**config.mk**
```make
export PLATFORM = sky130hd
export DESIGN_NAME = nzp_br_ctrl
export DESIGN_NICKNAME = d
export VERILOG_FILES = /design/src/rtl/lc3_pkg.sv /design/src/rtl/nzp_reg.sv /design/src/rtl/nzp_br_ctrl.sv
export SDC_FILE = /design/constraint.sdc
export NUM_CORES = 1
export LEC_CHECK = 0
export ABC_AREA = 1
export CELL_PAD_IN_SITES_DETAIL_PLACEMENT = 1
export CELL_PAD_IN_SITES_GLOBAL_PLACEMENT = 2
export CORE_UTILIZATION = 19
export DETAILED_ROUTE_END_ITERATION = 16
export PLACE_DENSITY_LB_ADDON = 0.2
export SETUP_SLACK_MARGIN = 0.15
export SYNTH_ARGS = -nofsm -noshare
export SYNTH_HDL_FRONTEND = slang
export SYNTH_SLANG_ARGS = --single-unit
```
**constraint.sdc**
```tcl
create_clock -name Clk -period 1.3 [get_ports Clk]
set_input_delay 0.26 -clock Clk [delete_from_list [all_inputs] [get_ports Clk]]
set_output_delay 0.26 -clock Clk [all_outputs]
set_load 0.02 [all_outputs]
```
**src/rtl/lc3_pkg.sv**
```systemverilog
// ----------------------------------------------------------------------------
// lc3_pkg
// Shared definitions for the LC-3 branch-control slice:
//   - OP_BR           : opcode of the conditional branch instruction
//   - PCMUX_*         : PC source select encodings
//   - br_state_e      : branch-control FSM states
//   - cc_from_bus()   : condition-code derivation from a bus value
// ----------------------------------------------------------------------------
package lc3_pkg;

  localparam logic [3:0] OP_BR = 4'b0000;

  localparam logic [1:0] PCMUX_PC1  = 2'b00;  // PC + 1
  localparam logic [1:0] PCMUX_BUS  = 2'b01;  // datapath bus
  localparam logic [1:0] PCMUX_ADDR = 2'b10;  // address adder

  localparam logic [2:0] NZP_RESET = 3'b010;

  typedef enum logic [2:0] {
    S_IDLE  = 3'd0,
    S_LDBEN = 3'd1,
    S_EVAL  = 3'd2,
    S_TAKE  = 3'd3,
    S_DONE  = 3'd4
  } br_state_e;

  // Condition codes are one-hot {N,Z,P}: negative wins on the sign bit,
  // zero only for an all-zero bus, positive otherwise.
  function automatic logic [2:0] cc_from_bus(input logic [15:0] bus);
    logic [2:0] cc;
    if (bus[15])            cc = 3'b100;
    else if (bus == 16'h0)  cc = 3'b010;
    else                    cc = 3'b001;
    return cc;
  endfunction

endpackage

```
**src/rtl/nzp_reg.sv**
```systemverilog
// ----------------------------------------------------------------------------
// nzp_reg
// Condition-code register. Loads one-hot {N,Z,P} from Bus when LD_CC is high.
// Ports:
//   Clk    in   system clock, rising edge
//   Reset  in   synchronous active-low reset (nzp -> 010)
//   LD_CC  in   load enable
//   Bus    in   [15:0] value from which N/Z/P are derived
//   nzp    out  [2:0] registered condition codes
// ----------------------------------------------------------------------------
module nzp_reg
  import lc3_pkg::*;
(
  input  logic        Clk,
  input  logic        Reset,
  input  logic        LD_CC,
  input  logic [15:0] Bus,
  output logic [2:0]  nzp
);

  logic [2:0] nzp_q;
  logic [2:0] nzp_d;

  always_comb begin
    nzp_d = nzp_q;
    if (LD_CC) nzp_d = cc_from_bus(Bus);
  end

  always_ff @(posedge Clk) begin
    if (!Reset) nzp_q <= NZP_RESET;
    else        nzp_q <= nzp_d;
  end

  assign nzp = nzp_q;

endmodule

```
**src/rtl/nzp_br_ctrl.sv**
```systemverilog
// ----------------------------------------------------------------------------
// nzp_br_ctrl
// Branch-control sequencer for the LC-3 BR instruction. Owns the condition
// codes, latches the branch mask on dispatch, strobes the external BEN block,
// and on a taken branch loads the PC from the address adder.
// Ports:
//   Clk        in   system clock, rising edge
//   Reset      in   synchronous active-low reset
//   LD_CC      in   load condition codes from Bus
//   Bus        in   [15:0] datapath bus
//   start      in   pulse: IR holds a newly dispatched instruction
//   IR         in   [15:0] instruction register
//   BEN        in   registered branch-enable from the BEN block
//   nzp        out  [2:0] condition codes {N,Z,P}
//   IR_11_9    out  [2:0] latched branch mask
//   LD_BEN     out  BEN load strobe
//   LD_PC      out  PC load strobe (taken branch)
//   PCMUX_sel  out  [1:0] PC source select
//   busy       out  branch in flight
//   done       out  completion pulse
//   taken_cnt  out  [15:0] taken branches since reset (wraps)
// ----------------------------------------------------------------------------
module nzp_br_ctrl
  import lc3_pkg::*;
(
  input  logic        Clk,
  input  logic        Reset,
  input  logic        LD_CC,
  input  logic [15:0] Bus,
  input  logic        start,
  input  logic [15:0] IR,
  input  logic        BEN,
  output logic [2:0]  nzp,
  output logic [2:0]  IR_11_9,
  output logic        LD_BEN,
  output logic        LD_PC,
  output logic [1:0]  PCMUX_sel,
  output logic        busy,
  output logic        done,
  output logic [15:0] taken_cnt
);

  br_state_e   state_q, state_d;
  logic [2:0]  mask_q, mask_d;
  logic [15:0] taken_cnt_q, taken_cnt_d;

  // Operand bits of IR are not used by the branch sequencer.
  logic unused_ir;
  assign unused_ir = ^IR[8:0];

  nzp_reg u_nzp_reg (
    .Clk   (Clk),
    .Reset (Reset),
    .LD_CC (LD_CC),
    .Bus   (Bus),
    .nzp   (nzp)
  );

  // Outputs are a pure decode of the current state, so every strobe lasts
  // exactly one state and reset forces them all low on the next cycle.
  always_comb begin
    state_d     = state_q;
    mask_d      = mask_q;
    taken_cnt_d = taken_cnt_q;
    LD_BEN      = 1'b0;
    LD_PC       = 1'b0;
    PCMUX_sel   = PCMUX_PC1;
    done        = 1'b0;
    busy        = (state_q != S_IDLE);

    unique case (state_q)
      S_IDLE: begin
        if (start && (IR[15:12] == OP_BR)) begin
          mask_d  = IR[11:9];
          state_d = S_LDBEN;
        end
      end
      S_LDBEN: begin
        LD_BEN  = 1'b1;
        state_d = S_EVAL;
      end
      S_EVAL: begin
        state_d = BEN ? S_TAKE : S_DONE;
      end
      S_TAKE: begin
        LD_PC       = 1'b1;
        PCMUX_sel   = PCMUX_ADDR;
        taken_cnt_d = taken_cnt_q + 16'd1;
        state_d     = S_DONE;
      end
      S_DONE: begin
        done    = 1'b1;
        state_d = S_IDLE;
      end
      default: begin
        state_d = S_IDLE;
      end
    endcase
  end

  always_ff @(posedge Clk) begin
    if (!Reset) begin
      state_q     <= S_IDLE;
      mask_q      <= '0;
      taken_cnt_q <= '0;
    end else begin
      state_q     <= state_d;
      mask_q      <= mask_d;
      taken_cnt_q <= taken_cnt_d;
    end
  end

  assign IR_11_9   = mask_q;
  assign taken_cnt = taken_cnt_q;

endmodule

```
==> impl_metrics.toml, run 1 <==
[status]
status = "finished with violations"
violations = "setup timing"

[synth]
synthSimpleGateAreaFrac_pct = 39.8
synth_fa_ha_area_share_pct = 0.987
muxShareOfSynthArea_pct = 0
synth_seq_cells = 25
yosys_warnings = 0
syn_area_um2 = 1270
ys_seq_area_share_pct = 39.5
synth.avg_cell_area_um2 = 6.47
syn_nets = 234
synth_top_family_by_area = "simple AND/OR/NAND/NOR gates"
synth.distinct_cells = 25
synth_cells = 196
synth_compound_gate_area_share_pct = 11.0
synth-xor-area-share_pct = 0

[worst_setup_path]
critPathSlowestCell = "dfxtp_4"
cp_top_family = "flip-flops"
cp_num_cells = 3
cp-start-kind = "flip-flop"
cp_slowest_stage_delay_ns = 0.42
reg2regPathDepth = 8
crit_start = "state_q[1]"
timing.rr.end = "taken_cnt[10]"
cp-endpoint = "PCMUX_sel[1]"
cp_max_fo = 6
r2r-start = "state_q[1]"
worst-r2r-setup-slack_ns = 0.01
cp_cell_sequence = "nand2_4 > nor2_4 > buf_6"
cp.buffers_inverters = 1
path_class = "flip-flop to primary output"
endpoint_kind = "primary output"
cp_data_required_time_ns = 1.04
cp.arrival_ns = 1.07

[pwr]
power.share.switching_pct = 26.5
max-vdd-ir-drop_mv = 0.320
seqPwrFrac_pct = 49.8
power_density_nw_per_um2 = 698
total_leakage_power_nw = 0.997
clockPowerShare_pct = 31.0
p_switching_uw = 420
finalPower_mw = 1.59
p_comb_share_pct = 19.1
p_int_mw = 1.17

[detailed_routing]
routedWlPerCell_um = 11.4
wl_met1_mm = 1.82
dr_wl_met2_mm = 1.99
routed_via_density = 4.19
ant_nets = 0
drtPass1Iterations = 3
vias = 1490
highest-signal-layer = "met4"
drt_wl_total_mm = 4.06
met3_wirelength_um = 233
drcViolationCount = 0
detail_route.iter0.violations = 34

[clock_network]
cts_max_level = 1
cts_buffers = 3
cts.clk_slew.worst_paths_ns = 0.09
cts_root_buffer = "clkbuf_8"
cts.sinks = 25
insertion_delay_ns = 0.27
clock_path_buffers = 2
cts_tree = "built"

[global_routing]
antenna_found_initial = 0
overflow = 0
grt_start_max_net_pins = 14
grt_pass1_wl_mm = 7.08
grt_pass1_vias = 1519
grtUsageTotal_pct = 12.5

[timing]
hold_violations = 0
report.final.slew_viol_count = 0
finalSetupViolCount = 4
finalClockSkew_ns = 0.00173
fin_ws_ns = -0.0317
min_period_over_period_pct = 102
layout_min_cycle_time_ns = 1.33
rsz0062_at_grt = "yes"
fmax_mhz = 751

[worst_hold_path]
hp-class = "flip-flop to flip-flop"
hold_path_depth = 2

[floorplan]
start_util_pct = 19.8
rows = 29
die_h_um = 83.7
die-area_um2 = 7000
ios = 65
dieWidth_um = 83.7
core_area_um2 = 6390

[final_layout]
utilization_pct = 35.7
fillers = 795
layout_commonest_cell = "nor2_1"
n_antenna_cell = 0
nNetsFinal = 318
largest_register_ffs = 16
drive_gt1_share_pct = 40.5
final_cell_mix = "nor2_1 (43), nand2_1 (36), clkdlybuf4s50_1 (27)"
area_growth_pct = 79.7

[flow_run]
cap_viol_max_count = 0

[placed_design]
dp_hpwl_mm = 3.12
port_buffers = 54
gp_congestion = 0.715
-- worst reg2reg max path, cell delays in order (launching register included) --
cell and delay (ns):
dfxtp_4 0.42, nand2_4 0.06, nor2_4 0.17, buf_6 0.17, nand3_2 0.08, inv_2 0.10
nand3_1 0.08, nand2_1 0.07, nor2_1 0.03
-- metrics by stage --
| stage | setup TNS, ns | std cells | area, um^2 | worst slack [ns] | hold WS (ns) |
|---|---|---|---|---|---|
| after floorplan | 0 | 196 | 1290 | 0.0784 | 0.395 |
| final | -0.124 | 356 | 2280 | -0.0317 | 0.468 |
| after CTS | -0.200 | 352 | 2170 | -0.0560 | 0.467 |
| after global placement | -1.54 | 342 | 2050 | -0.257 | 0.446 |
| after detailed placement | -1.47 | 342 | 2050 | -0.246 | 0.450 |
| after global routing | -0.949 | 356 | 2280 | -0.0962 | 0.489 |
-- kinds of logic after synthesis --
kind of cell | after synthesis
DFF | 25
adders and majority gates | 1
buffers and inverters | 26
and+or+nand+nor | 117
AOI/OAI and AO/OA | 26
other | 1
-- cells in the mapped netlist --
library cell   n  area [um^2]
dfxtp_1       25          500
nor2_2         1         6.26
nor2_4         3         33.8
nand4_1        2         12.5
inv_1         21         78.8
buf_4          2         15.0
o21ai_0       12         60.1
and2_1         1         6.26
nor3b_1        1         7.51
nand2_2        2         12.5
nand2_1       41          154
buf_2          1         5.00
o211ai_1       1         7.51
nor2_1        51          191
conb_1         1         3.75
nand3_1       10         50.1
nand3_2        1         10.0
o21a_1         1         7.51
a211oi_1       1         7.51
inv_2          1         3.75
clkbuf_2       1         5.00
a31oi_1        1         6.26
ha_1           1         12.5
a21oi_1       10         50.1
nor3_1         4         20.0
-- power by group through the flow --
stage          logic (mW)  registers, mW  clock network, mW
6_report            0.304          0.792              0.493
5_1_grt             0.335          0.796              0.557
4_1_cts             0.291          0.794              0.519
3_5_place_dp        0.268          0.815                  0
3_3_place_gp        0.267          0.814                  0
2_1_floorplan      0.0862          0.824                  0
-- final cells by class --
type / count / area (um^2) / share of cell area [%]
flip-flops and latches: 25 / 536 / 23.5
well taps: 77 / 96.3 / 4.23
repair buffers: 83 / 692 / 30.4
clock buffers: 4 / 45.0 / 1.98
multi-input cells: 145 / 823 / 36.2
inverters: 22 / 85.1 / 3.74
-- what timing repair did --
action | CTS | global route
hold buffers | 0 | 0
pin swaps | 16 | 13
endpoints found under the setup margin | 42 | 29
resized for setup | 152 | 35
setup buffers | 6 | 4
gates cloned | 0 | 0
-- how the worst min path moves through the flow --
stage	start	to
5_1_grt	taken_cnt[3]	taken_cnt[3]
3_5_place_dp	taken_cnt[3]	taken_cnt[3]
3_3_place_gp	taken_cnt[3]	taken_cnt[3]
6_report	u_nzp_reg.nzp[0]	u_nzp_reg.nzp[0]
2_1_floorplan	IR[9]	IR_11_9[0]
4_1_cts	taken_cnt[9]	taken_cnt[9]
-- metal layers --
| metal | up-vias | GRT usage (%) |
|---|---|---|
| li1 | 787 | - |
| met1 | 661 | 15.9 |
| met2 | 40 | 21.3 |
| met3 | 2 | 2.97 |
| met4 | 0 | 3.24 |
| met5 | - | 0 |
(Power assumes the default switching activity.)
==> inputs of run 2 (changes only) <==
Settings changed: GPL_TIMING_DRIVEN from default to 0.
==> run 2 against run 1 <==
  * The run still ends with setup timing left
  * Sequential cell count did not move
  * Final cell count fell by 4.2%
  * Die area did not move
  * Worst hold slack got worse by 0.17 ns
  * Sequential power barely moved
  * Core utilization fell by 2.0 points
  * Worst setup slack got worse by 0.032 ns
  * Clock-buffer cell count fell by 1
  * Register-to-register slack got worse by 0.06 ns
  * Largest cell class unchanged
==> impl_metrics.toml, run 2 (synthesized netlist as in run 1, its figures left out) <==
[timing]
hold_violations = 0
fin_ws_ns = -0.0640
fin_tns_setup_ns = -0.326
min_period_over_period_pct = 105
fmax_mhz = 733
finalSetupViolCount = 8
rsz0062_at_grt = "yes"
layout_min_cycle_time_ns = 1.36
report.final.slew_viol_count = 0
finalClockSkew_ns = 0.00992

[clock_network]
cts_buffers = 3
cts.clk_slew.worst_paths_ns = 0.10
cts_root_buffer = "clkbuf_8"
clock_path_buffers = 2
cts.sinks = 25
cts_tree = "built"
cts_max_level = 1
insertion_delay_ns = 0.27

[final_layout]
n_antenna_cell = 0
layout_commonest_cell = "nor2_1"
largest_register_ffs = 16
drive_gt1_share_pct = 40.9
utilization_pct = 33.7
regArea_um2 = 539
fillers = 799
multi_input_comb_area_um2 = 835
final_cell_mix = "nor2_1 (39), nand2_1 (38), clkdlybuf4s50_1 (26)"
nNetsFinal = 303
area_growth_pct = 69.6

[worst_setup_path]
cp-start-kind = "flip-flop"
cp.arrival_ns = 1.10
cp_data_required_time_ns = 1.04
crit_top_cell = "buf_6"
cp_slowest_stage_delay_ns = 0.41
path_class = "flip-flop to primary output"
cp_max_fo = 6
critPathSlowestCell = "dfxtp_4"
worst-r2r-setup-slack_ns = -0.05
cp_cell_sequence = "nand2_4 > nor2_4 > buf_6 > buf_6"
endpoint_kind = "primary output"

[pwr]
total_leakage_power_nw = 0.909
power_density_nw_per_um2 = 729
max-vdd-ir-drop_mv = 0.517

[detailed_routing]
routed_via_density = 4.21
drt_wl_total_mm = 3.93
ant_nets = 0
drcViolationCount = 0
drtPass1Iterations = 4
routedWlPerCell_um = 11.5
detail_route.iter0.violations = 20
vias = 1436

[status]
status = "finished with violations"
violations = "setup timing"

[floorplan]
dieWidth_um = 83.7
die-area_um2 = 7000
rows = 29
core_area_um2 = 6390
start_util_pct = 19.8
die_h_um = 83.7
ios = 65

[placed_design]
gp_congestion = 0.699
port_buffers = 53
dp_hpwl_mm = 3.00

[global_routing]
grtUsageTotal_pct = 11.7
grt_start_max_net_pins = 16
antenna_found_initial = 0
overflow = 0
grt_pass1_wl_mm = 6.62
grt_pass1_vias = 1410

[worst_hold_path]
hp-class = "primary input to flip-flop"

[flow_run]
cap_viol_max_count = 0
-- run 2: changes by cell type in the layout (fill, tap and decap cells not counted), sizes merged --
cell           change
clkdlybuf4s50      -1
buf               -15
inv                +1
-- run 2: per-stage QoR --
step                      instances  cell area (um^2)  power, mW  setup WS, ns  hold WS, ns
after global routing            341              2150       1.65        -0.113        0.307
after detailed placement        326              1920       1.05        -0.395        0.454
after global placement          326              1920       1.05        -0.394        0.450
after floorplan                 196              1290      0.910        0.0784        0.395
final                           341              2150       1.57       -0.0640        0.297
after CTS                       337              2070       1.56       -0.0904        0.297
-- run 2: cell type report --
class,instances,share of cell area (%)
Inverter,22,3.96
Tap cell,77,4.48
Buffer,4,1.34
Clock buffer,3,1.92
Multi-Input combinational cell,145,38.8
Sequential cell,25,25.1
Clock inverter,1,0.291
Timing Repair Buffer,64,24.1
-- run 2: where the power goes --
part	internal, mW	total, mW	switching, mW
sequential	0.771	0.792	0.0209
combinational	0.159	0.286	0.127
clock	0.219	0.487	0.269
-- run 2: final timing paths --
kind,startpoint,to,cells past startpoint
hold reg to reg,taken_cnt[9],taken_cnt[9],1
setup reg to reg,state_q[1],taken_cnt[13],9
setup / recovery,state_q[1],PCMUX_sel[1],4
hold / removal,Reset,taken_cnt[12],3
-- run 2: timing repair --
action	4_1_cts	5_1_grt
pin swaps	11	8
hold buffers	0	0
setup endpoints to repair	42	26
buffers inserted	7	4
resized for setup	155	28
cloned	0	0
-- run 2: critical path: cells and delay by family (launching register included) --
family | cells | cell delay (ns)
buffers and inverters | 2 | 0.22
AND/OR/NAND/NOR | 2 | 0.21
flip-flops | 1 | 0.41
-- run 2: metal layers --
layer / routed length [um] / GRT usage [%] / vias up
met4: 34 / 2.77 / 0
met2: 1890 / 20.5 / 38
li1: - / - / 755
met1: 1800 / 14.5 / 641
met3: 199 / 2.57 / 2
met5: 0 / 0 / -
==> inputs of run 3 (changes only) <==
Settings changed: CORE_UTILIZATION 19 to 30, DONT_BUFFER_PORTS from default to 1.
==> run 3 against run 2 <==
  * The run still ends with setup timing left
  * Global-route usage rose by 5.4 points
  * Clock-buffer cell count increased by 1
  * Clock skew fell by 0.0056 ns
  * Clock power fell by 3%
  * Design area fell by 24%
  * Combinational power is 53% lower
  * Sequential power rose by 1%
  * First-iteration DRC count up 140%
  * Largest cell class unchanged
  * Largest power group unchanged
==> impl_metrics.toml, run 3 (synthesized netlist as in run 1, its figures left out) <==
[status]
status = "finished with violations"
violations = "setup timing"

[flow_run]
cap_viol_max_count = 0

[final_layout]
area_growth_pct = 29.2
n_antenna_cell = 0
fin_area_um2 = 1640
regArea_um2 = 543
drive_gt1_share_pct = 32.1
final_cell_mix = "nor2_1 (42), nand2_1 (38), inv_1 (15)"
layout_commonest_cell = "nor2_1"
multi_input_comb_area_um2 = 779
nNetsFinal = 251
fillers = 529
largest_register_ffs = 16
utilization_pct = 40.7
final_cells = 262

[worst_setup_path]
cp_data_required_time_ns = 1.04
worst-r2r-setup-slack_ns = -0.05
cp_max_fo = 6
cp-start-kind = "flip-flop"
cp.arrival_ns = 1.17
path_class = "flip-flop to primary output"
endpoint_kind = "primary output"

[timing]
fin_ws_ns = -0.133
rsz0062_at_grt = "yes"
fmax_mhz = 698
hold_violations = 0
layout_min_cycle_time_ns = 1.43
min_period_over_period_pct = 110
report.final.slew_viol_count = 0
finalSetupViolCount = 6
finalClockSkew_ns = 0.00434
fin_tns_setup_ns = -0.396

[global_routing]
grt_pass1_wl_mm = 5.79
antenna_found_initial = 0
met2_usage_pct = 30.5
met1_usage_pct = 19.8
grt_pass1_vias = 1298
busiest_layer = "met2"
grtUsageTotal_pct = 17.1
use_met3_pct = 4.45
overflow = 0
grt_start_max_net_pins = 14

[clock_network]
insertion_delay_ns = 0.27
cts_buffers = 3
cts_root_buffer = "clkbuf_8"
cts_tree = "built"
cts_max_level = 1
cts.clk_slew.worst_paths_ns = 0.09
clock_path_buffers = 2
cts.sinks = 25

[pwr]
power_density_nw_per_um2 = 859
total_leakage_power_nw = 0.636
max-vdd-ir-drop_mv = 0.384

[detailed_routing]
drt_wl_total_mm = 3.74
detail_route.iter0.violations = 48
ant_nets = 0
drtPass1Iterations = 3
vias = 1305
routedWlPerCell_um = 14.3
routed_via_density = 4.98
drcViolationCount = 0

[floorplan]
start_util_pct = 31.5
core_area_um2 = 4030
rows = 23
dieWidth_um = 67
ios = 65
die_h_um = 67
die-area_um2 = 4490

[placed_design]
port_buffers = 0
place_area_um2 = 1360
gp_congestion = 0.719
dp.cells = 246
dp_hpwl_mm = 2.70

[worst_hold_path]
hp-class = "primary input to flip-flop"
run 3: critical path: stages (launching register included):
cell and delay, ns:
dfxtp_4 0.42, nand2_4 0.07, nor2_4 0.25, buf_6 0.17
run 3: power breakdown:
part | switching [mW] | internal, mW | total (mW)
clock | 0.254 | 0.219 | 0.473
sequential | 0.0351 | 0.765 | 0.801
combinational | 0.0848 | 0.0483 | 0.133
run 3: metrics by stage:
| step | worst slack (ns) | hold slack [ns] | power [mW] |
|---|---|---|---|
| after floorplan | 0.0784 | 0.395 | 0.910 |
| after global placement | -0.0954 | 0.400 | 0.927 |
| after detailed placement | -0.0910 | 0.406 | 0.933 |
| after CTS | -0.136 | 0.121 | 1.41 |
| after global routing | -0.188 | 0.124 | 1.49 |
| final | -0.133 | 0.130 | 1.41 |
run 3: path summary, 6_finish.rpt:
kind,start,end,depth (start not counted)
max,state_q[1],PCMUX_sel[1],3
min reg2reg,taken_cnt[9],taken_cnt[9],1
max reg2reg,state_q[1],IR_11_9[0],7
min,IR[10],IR_11_9[1],2
run 3: what timing repair did:
action	4_1_cts	5_1_grt
buffers inserted	3	8
endpoints found under the setup margin	23	22
gates resized for setup	26	23
hold buffers	0	0
pin swaps	6	10
cloned	1	0
run 3: final cells by class:
cell class / instances / area share (%)
Clock buffer: 4 / 2.75
Tap cell: 50 / 3.82
Timing Repair Buffer: 11 / 5.73
Buffer: 4 / 1.76
Multi-Input combinational cell: 146 / 47.6
Sequential cell: 25 / 33.2
Inverter: 22 / 5.19
run 3: metal layers:
metal	vias up	share of wire [%]
li1	648	-
met1	609	40
met2	46	53
met3	2	6.4
met4	0	0.56
met5	-	0
